--- src/rtl/cail_apply_if.sv ---
// Request/response and parameter-RAM read bus of the calibration apply block.
// The measurement-type field is named mtype because "type" is a reserved word.
`default_nettype none

interface cail_apply_if;
   logic        param_ready;
   logic        start;
   logic [3:0]  ch;
   logic [1:0]  mtype;
   logic [15:0] raw;
   logic [9:0]  ram_addr;
   logic [7:0]  ram_q;
   logic        busy;
   logic        done;
   logic        err;
   logic [15:0] cal;

   modport master (
      output param_ready, start, ch, mtype, raw, ram_q,
      input  ram_addr, busy, done, err, cal
   );

   modport slave (
      input  param_ready, start, ch, mtype, raw, ram_q,
      output ram_addr, busy, done, err, cal
   );
endinterface

`default_nettype wire

--- src/rtl/cail_apply.sv ---
// Applies a per-channel/type offset and fixed-point gain, fetched from parameter RAM,
// to one raw sample with clamping to zero and saturation at 16 bits.
`default_nettype none

module cail_apply #(
   parameter int GAIN_FRAC = 14,
   parameter int BASE_ADDR = 0
) (
   input  wire         clk,
   input  wire         rst_n,
   cail_apply_if.slave bus
);

   typedef enum logic [1:0] {
      IDLE  = 2'd0,
      FETCH = 2'd1,
      CALC  = 2'd2,
      SAT   = 2'd3
   } state_t;

   state_t      state;
   state_t      state_next;

   logic [1:0]  cnt;
   logic [15:0] raw_q;
   logic [7:0]  offset;
   logic [7:0]  gain_hi;
   logic [7:0]  gain_lo;
   logic [32:0] product;
   logic [9:0]  ram_addr;
   logic        busy;
   logic        done;
   logic        err;
   logic [15:0] cal;

   logic [9:0]  entry;
   logic [17:0] sum_s;
   logic [16:0] sum_c;
   logic [32:0] shifted;

   // Three bytes per entry; the 6-bit index is {ch, type}.
   assign entry = 10'(BASE_ADDR) + ({4'd0, bus.ch, bus.mtype} * 10'd3);

   assign sum_s   = {2'b00, raw_q} + {{10{offset[7]}}, offset};
   assign sum_c   = sum_s[17] ? 17'd0 : sum_s[16:0];
   assign shifted = product >> GAIN_FRAC;

   always_ff @(posedge clk or negedge rst_n) begin
      if (!rst_n) state <= IDLE;
      else        state <= state_next;
   end

   always_comb begin
      state_next = state;
      case (state)
         IDLE:    if (bus.start && bus.param_ready) state_next = FETCH;
         FETCH:   if (cnt == 2'd3) state_next = CALC;
         CALC:    state_next = SAT;
         SAT:     state_next = IDLE;
         default: state_next = IDLE;
      endcase
   end

   always_ff @(posedge clk or negedge rst_n) begin
      if (!rst_n) begin
         cnt      <= 2'd0;
         raw_q    <= 16'd0;
         offset   <= 8'd0;
         gain_hi  <= 8'd0;
         gain_lo  <= 8'd0;
         product  <= 33'd0;
         ram_addr <= 10'd0;
         busy     <= 1'b0;
         done     <= 1'b0;
         err      <= 1'b0;
         cal      <= 16'd0;
      end else begin
         done <= 1'b0;
         err  <= 1'b0;
         case (state)
            IDLE: begin
               cnt <= 2'd0;
               if (bus.start) begin
                  if (bus.param_ready) begin
                     raw_q    <= bus.raw;
                     ram_addr <= entry;
                     busy     <= 1'b1;
                  end else begin
                     done <= 1'b1;
                     err  <= 1'b1;
                     cal  <= 16'd0;
                  end
               end
            end
            FETCH: begin
               // Read data trails the address by one cycle, so capture starts at cnt==1.
               cnt <= cnt + 2'd1;
               if (cnt < 2'd2) ram_addr <= ram_addr + 10'd1;
               case (cnt)
                  2'd1:    offset  <= bus.ram_q;
                  2'd2:    gain_hi <= bus.ram_q;
                  2'd3:    gain_lo <= bus.ram_q;
                  default: ;
               endcase
            end
            CALC: product <= {16'd0, sum_c} * {17'd0, gain_hi, gain_lo};
            SAT: begin
               cal  <= (|shifted[32:16]) ? 16'hFFFF : shifted[15:0];
               done <= 1'b1;
               busy <= 1'b0;
            end
            default: ;
         endcase
      end
   end

   assign bus.ram_addr = ram_addr;
   assign bus.busy     = busy;
   assign bus.done     = done;
   assign bus.err      = err;
   assign bus.cal      = cal;

endmodule

`default_nettype wire

--- src/flat_wrapper.sv ---
// flat-port wrapper written by rule: the top's interface ports become plain ports
module cail_apply_flat 
#(
   parameter int GAIN_FRAC = 14,
   parameter int BASE_ADDR = 0
)
  (clk, rst_n, bus_param_ready, bus_start, bus_ch, bus_mtype, bus_raw, bus_ram_q, bus_ram_addr, bus_busy, bus_done, bus_err, bus_cal);
  cail_apply_if bus_i ();
  input  wire clk;
  input  wire rst_n;
  input wire logic [$bits(bus_i.param_ready)-1:0] bus_param_ready;
  input wire logic [$bits(bus_i.start)-1:0] bus_start;
  input wire logic [$bits(bus_i.ch)-1:0] bus_ch;
  input wire logic [$bits(bus_i.mtype)-1:0] bus_mtype;
  input wire logic [$bits(bus_i.raw)-1:0] bus_raw;
  input wire logic [$bits(bus_i.ram_q)-1:0] bus_ram_q;
  output wire logic [$bits(bus_i.ram_addr)-1:0] bus_ram_addr;
  output wire logic [$bits(bus_i.busy)-1:0] bus_busy;
  output wire logic [$bits(bus_i.done)-1:0] bus_done;
  output wire logic [$bits(bus_i.err)-1:0] bus_err;
  output wire logic [$bits(bus_i.cal)-1:0] bus_cal;
  assign bus_i.param_ready = bus_param_ready;
  assign bus_i.start = bus_start;
  assign bus_i.ch = bus_ch;
  assign bus_i.mtype = bus_mtype;
  assign bus_i.raw = bus_raw;
  assign bus_i.ram_q = bus_ram_q;
  assign bus_ram_addr = bus_i.ram_addr;
  assign bus_busy = bus_i.busy;
  assign bus_done = bus_i.done;
  assign bus_err = bus_i.err;
  assign bus_cal = bus_i.cal;
  cail_apply #(.GAIN_FRAC(GAIN_FRAC), .BASE_ADDR(BASE_ADDR)) u_core (.clk(clk), .rst_n(rst_n), .bus(bus_i));
endmodule
--- config.mk ---
export PLATFORM = sky130hd
export DESIGN_NAME = cail_apply_flat
export DESIGN_NICKNAME = d
export VERILOG_FILES = /design/src/rtl/cail_apply_if.sv /design/src/rtl/cail_apply.sv /design/src/flat_wrapper.sv
export SDC_FILE = /design/constraint.sdc
export NUM_CORES = 1
export LEC_CHECK = 0
export CORE_ASPECT_RATIO = 1.25
export CORE_MARGIN = 2
export CORE_UTILIZATION = 35
export DETAILED_ROUTE_END_ITERATION = 10
export PLACE_DENSITY = 0.49
export SYNTH_ARGS = -nofsm -noshare
export SYNTH_HDL_FRONTEND = slang
export SYNTH_SLANG_ARGS = --single-unit
--- constraint.sdc ---
create_clock -name clk -period 10.5 [get_ports clk]
set_clock_uncertainty 0.2 [all_clocks]
set_input_delay 2.1 -clock clk [delete_from_list [all_inputs] [get_ports clk]]
set_output_delay 2.1 -clock clk [all_outputs]
set_load 0.01 [all_outputs]
-- Word-level counts from Yosys, hierarchy flattened
Index checks and enable logic that the tools add are counted.
Widths: inputs -> output; s select.
- memory bits (writable): 0
- logic and storage cells: 63
- register bits after elaboration: 106
- memories kept: 0
- output and inout port bits: 29
- bits in read-only memories: 0
- latch bits: 0
- input bits: 34
- multiply operators: 2
- bitwise logic cells: 0
- reduce and logical (&&, ||, !) cells: 13
- divide/modulo/power cells: 0
- $lt $le $gt $ge: 1
- eq/ne operators: 12
- shifts and indexed selects: 0
- add/sub/neg operators: 3
- multiplexer cells: 20
- operator list (kind ; number):
    $mux 16 ; 3
    $mul 17x16->33 ; 1
    $pmux 16 s2 ; 1
    $mux 10 ; 3
    $pmux 10 s2 ; 1
    $add 17x8->18 ; 1
    $mux 17 ; 1
    $add 10x1->10 const B ; 1
    $reduce_and 3->1 ; 3
    $eq 2x2->1 const B ; 4
    $mul 6x2->8 const B ; 1
    $pmux 2 s4 ; 1
    $reduce_and 2->1 ; 4
    $ne 2x1->1 const B ; 3
    $ne 2x2->1 const B ; 3
    $mux 1 ; 5
    $eq 2x1->1 const B ; 2
    $mux 2 ; 2
    $pmux 1 s2 ; 2
    $pmux 2 s2 ; 1
    $reduce_and 4->1 ; 1
    $reduce_bool 2->1 ; 2
    $reduce_or 3->1 ; 1
    $add 2x1->2 const B ; 1
    3 further kinds ; 3

-- Depth between registers and ports, before layout
- depth after elaboration: 4
- mapped depth: 32
- gate-level depth less buffers: 31

-- Worst setup path after synthesis
No wires, ideal clock.
- path type: reg2reg
- start point: register u_core.offset[0]
- end point: register u_core.product[30]
- period minus slack after synthesis: 8.270 ns
- path buffers: 2
- setup time: 0.126 ns
- setup slack: 2.230 ns
- data required time: 10.174 ns
- stages on the path, launching flop included: 31
- arrival: 7.944 ns
- path through: dfrtp_1 > ha_1 > fa_1 > a21o_1 > a21o_1 > a211oi_1 > o21ai_0 > a21o_1 > a2111o_1 > nand3_1 > clkbuf_1 > nand2_1 > fa_1 > fa_1 > inv_1 > fa_1 > fa_1 > fa_1 > inv_1 > fa_1 > inv_1 > ha_1 > clkbuf_1 > a21o_1 > a21o_1 > a21o_1 > a311oi_1 > and4_1 > a21oi_1 > a31o_2 > a221o_1
- longest elaborated chain between the ends: 3
- RTL lines (what ; line ; source):
    from (decl) ; cail_apply.sv:26 ; logic [7:0] offset;
    from (signal assigned) ; cail_apply.sv:100 ; 2'd1: offset <= bus.ram_q;
    $add 17x8->18 ; cail_apply.sv:44 ; assign sum_s = {2'b00, raw_q} + {{10{offset[7]}}, offset};
    $mux 17 ; cail_apply.sv:45 ; assign sum_c = sum_s[17] ? 17'd0 : sum_s[16:0];
    $mul 17x16->33 ; cail_apply.sv:106 ; CALC: product <= {16'd0, sum_c} * {17'd0, gain_hi, gain_lo};
    to (signal assigned) ; cail_apply.sv:106 ;
    to (decl) ; cail_apply.sv:29 ; logic [32:0] product;
Every way passes these cells.
A chain may end at the register's enable or synchronous reset.

-- Final worst setup path
- start point: register u_core.offset[7]
- end point: register u_core.product[22]
Same word-level chain as after synthesis.

==> impl.org <==
** STA
- Setup total negative slack on the finished layout was measured at 0 ps.
- Relative slew slack :: 0.224
- On the final layout, the worst hold slack is 283 ps.
- Setup repair after global routing left no endpoint under its margin.
- Setup violations remaining at the end of the flow were counted as 0.
- Dividing the final minimum period by the clock period gives 0.912.
- Least-Margin Pin Slew :: 1160 ps
- After layout, the minimum clock period comes to around 9600 ps.
- Hold violation count in the final report :: 0
- Max Clk Rate :: 104 MHz
- Final Slew Violations :: 0

** Global route
- Entering global routing, the biggest net connects 59 pins.
- Across every metal layer, demand over resource in global routing totals 0.212.
- Wire length of the first global-routing pass :: 67.7 mm
- Overflow after GRT :: 0
- The number of global-route vias before repair was 11,800.
- Initial antenna violation count :: 0

** Floorplan
- The die is 184 µm wide.
- In this run the standard cell core region covers 40,000 µm².
- The floorplan has 82 rows.
- For this configuration, the core starts out at a cell density of 0.353.
- Ports :: 63
- Chip height :: approximately 230 µm
- DIE AREA :: 42,000 µm²

** Synth
- Count of state elements after synthesis :: 92
- Post-synthesis average cell area :: 9.14 µm²
- For this run, asynchronously set or reset flops after synthesis account for 1.00.
- The fraction of the mapped netlist area in compound gates is 0.110.
- Cell types with the largest area share after synthesis :: sky130_fd_sc_hd__fa_1 (30%), sky130_fd_sc_hd__dfrtp_1 (16%), sky130_fd_sc_hd__ha_1 (12%), sky130_fd_sc_hd__inv_1 (7.0%), sky130_fd_sc_hd__nand2_1 (4.3%)
- Post-synth top area cell :: sky130_fd_sc_hd__fa_1
- In this run, synthesis inferred 0 flip-flops with an integrated enable.
- Synthesis handed over a netlist of 1,547 instances.
- In the synthesized netlist, the cells that appear most often are sky130_fd_sc_hd__inv_1 (264), sky130_fd_sc_hd__fa_1 (209), sky130_fd_sc_hd__nand2_1 (163).
- The number of nets in the synthesized netlist is ~1,900.
- Post-synthesis mux area share :: 0.0403
- For this run, the number of Yosys warnings is 0.
- Xor and xnor area share after synthesis :: 0.0186
- Of the total synthesized cell area, the portion taken by full adders, half adders and majority gates is 0.414.
- Of the total synthesized cell area, the portion taken by AND, OR, NAND and NOR gates is 0.167.
- The synthesized netlist occupies a cell area of 14,100 µm².
- Among all flip-flop cells after synthesis, the most frequent one is sky130_fd_sc_hd__dfrtp_1.
- Post-synth cell types :: 68
- Of the post-synthesis cell area, the dominant cell type holds 0.296.
- The share of the Yosys chip area taken by registers is 0.163.
- After synthesis, the largest family of logic cells by area is adder cells.
- Library cell with the highest instance count after synthesis :: sky130_fd_sc_hd__inv_1

** Setup path
- STA classifies the critical path startpoint as a flip-flop.
- On the worst path, the slowest cell contributes a delay of 780 ps.
- Along the worst path, the maximum fanout reaches 18.
- The largest individual stage delay along the critical path comes from the cell sky130_fd_sc_hd__o311ai_1.
- Kind of cell adding the most delay to the critical path :: adder cells
- Bufs and invs on worst path :: 5
- Worst setup EP type :: flip-flop
- The critical path is of the reg -> reg type.
- WP data arrival :: roughly 9600 ps
- STA puts the critical path data required time at 10,570 ps.

** Route
- In this run the remaining antenna-violating nets after routing total 0.
- In the routed design, unresolved DRC markers number 0.
- In the routed layout, each cell is associated on average with a via count of 5.25.
- Wires add up to 42.1 mm.
- Dividing the detail-routed wire length by the instance count gives 20.1 µm.
- The first detailed-routing pass ran for 7 iterations.
- Iteration-0 DRC count of the detailed router :: 565
- Total via count after detailed routing :: 11,000

** CTS
- Clk sinks :: 92
- Clock Tree Buf Depth :: 2
- After clock tree synthesis, the setup repair step added 0 buffers.
- Clock tree root driver cell :: sky130_fd_sc_hd__clkbuf_16
- CTS tree :: yes
- The clock reaches the later pin of the worst-skew pair after between 300 and 400 ps.
- Count of instances resized after the clock tree is built :: 0
- Clock-pin slew was measured on the worst setup and hold paths at 80 ps.
- The H-tree generated during clock tree synthesis spans 3 levels.
- Buffers inserted during clock tree synthesis total 9.
- Hold repair after CTS inserted 0 buffers.

** Run status
- The flow ran to the end, and the final reports show no timing, DRC or antenna violations.

** Cells and area
- For this run, the post-layout net count is 1,959.
- Proportion of layout cells with a drive suffix above 1 :: 0.0668
- Layout-stage area growth over the synthesis result :: 10.7%
- Antenna cell count :: 0

** Placement
- Detailed-placement wirelength estimate :: 34.0 mm
- The count of buffers added on input and output ports is 62.
- At the end of routability-driven placement, the weighted congestion stood at roughly 0.89.

** Flow run
- Max-cap check violation count :: 0

** Worst hold path
- Class of the tightest hold or removal check :: reg -> reg
[cells by family (layout without fill, tap and decap cells)]
| group | after synthesis | after routing |
|---|---|---|
| buffers and inverters | 329 | 369 |
| DFF | 92 | 92 |
| and+or+nand+nor | 477 | 477 |
| xor gates and xnor gates | 30 | 30 |
| AOI/OAI and AO/OA | 225 | 225 |
| muxes | 51 | 51 |
| adders and majority gates | 343 | 343 |
[cells in the final DEF, fill, tap and decap left out, types with 4 or more instances in the layout]
cell                                n
sky130_fd_sc_hd__fa_1             209
sky130_fd_sc_hd__clkdlybuf4s50_1   61
sky130_fd_sc_hd__o21ai_0           64
sky130_fd_sc_hd__nor4_1             4
sky130_fd_sc_hd__nor2b_1            9
sky130_fd_sc_hd__clkbuf_16          9
sky130_fd_sc_hd__o21bai_1           6
sky130_fd_sc_hd__xor2_1            15
sky130_fd_sc_hd__buf_4             28
sky130_fd_sc_hd__and3_1            36
sky130_fd_sc_hd__o211ai_1           7
sky130_fd_sc_hd__nor2_1            78
sky130_fd_sc_hd__a221oi_1           7
sky130_fd_sc_hd__a211oi_1           7
sky130_fd_sc_hd__and4_1             4
sky130_fd_sc_hd__nand2_1          163
sky130_fd_sc_hd__nand2b_1           4
sky130_fd_sc_hd__nand3_1           39
sky130_fd_sc_hd__xnor2_1           15
sky130_fd_sc_hd__mux2_2            48
sky130_fd_sc_hd__a21oi_1           41
sky130_fd_sc_hd__dfrtp_1           92
sky130_fd_sc_hd__a21o_1            27
sky130_fd_sc_hd__and2_1            96
sky130_fd_sc_hd__a221o_1            5
sky130_fd_sc_hd__nor3_1            13
sky130_fd_sc_hd__inv_1            264
sky130_fd_sc_hd__nand4_1           12
sky130_fd_sc_hd__ha_1             134
sky130_fd_sc_hd__or3_1              5
sky130_fd_sc_hd__o21a_1            15
[metrics by stage]
step / instance area, µm² / util / worst slack, ps / std cells
4_1_cts: 15700 / 0.391 / 1000 / 2091
2_1_floorplan: 14100 / - / 2230 / 1547
6_report: 15700 / 0.391 / 928 / 2091
5_1_grt: 15700 / 0.391 / 471 / 2091
3_3_place_gp: 15400 / 0.384 / 1170 / 2075
3_5_place_dp: 15400 / 0.384 / 1050 / 2075
[worst min-delay path: cells and delay by family (launching register included)]
family / cells / cell delay, ps
and+or+nand+nor: 1 / 50
DFF: 1 / 340
AOI/OAI and AO/OA: 1 / 50
[area by class of cell]
cell class,instances,area [µm²]
fill,4104,24400
multi-input combinational,1126,10600
sequential,92,2300
inverter,264,991
timing repair buffer,89,821
tap,504,631
clock buffer,9,225
clock inverter,7,81.3
[final timing paths]
kind	from	endpoint	slack, ps	depth (start not counted)
setup / recovery	u_core.offset[7]$_DFFE_PN0P_	u_core.product[22]$_DFFE_PN0P_	930	27
hold / removal	u_core.product[31]$_DFFE_PN0P_	u_core.product[31]$_DFFE_PN0P_	280	2
setup reg to reg	u_core.offset[7]$_DFFE_PN0P_	u_core.product[22]$_DFFE_PN0P_	930	27
hold reg to reg	u_core.product[31]$_DFFE_PN0P_	u_core.product[31]$_DFFE_PN0P_	280	2
max in group asynchronous	rst_n	u_core.bus.cal[0]$_DFFE_PN0P_	7450	2
min in group asynchronous	rst_n	u_core.raw_q[11]$_DFFE_PN0P_	1470	1
[sequential cells by signal, summed over array words and instances (netlist names), 2 cells and up]
signal and cells:
u_core.product 19, u_core.bus.cal 16, u_core.raw_q 16, u_core.bus.ram_addr 10, u_core.gain_hi 8, u_core.gain_lo 8
u_core.offset 8, u_core.cnt 2, u_core.state 2
[routing by layer]
layer / track usage / up-vias / routed length, µm / part of all wire
met5: 0 / - / 0 / 0
met2: 0.373 / 250 / 21800 / 0.52
li1: - / 5076 / - / -
met1: 0.263 / 5586 / 17200 / 0.41
met3: 0.0279 / 56 / 1600 / 0.038
met4: 0.0775 / 0 / 1440 / 0.034
Power is not shown: default switching activity piles up to over one toggle a cycle in this logic, so the estimate is an artifact.
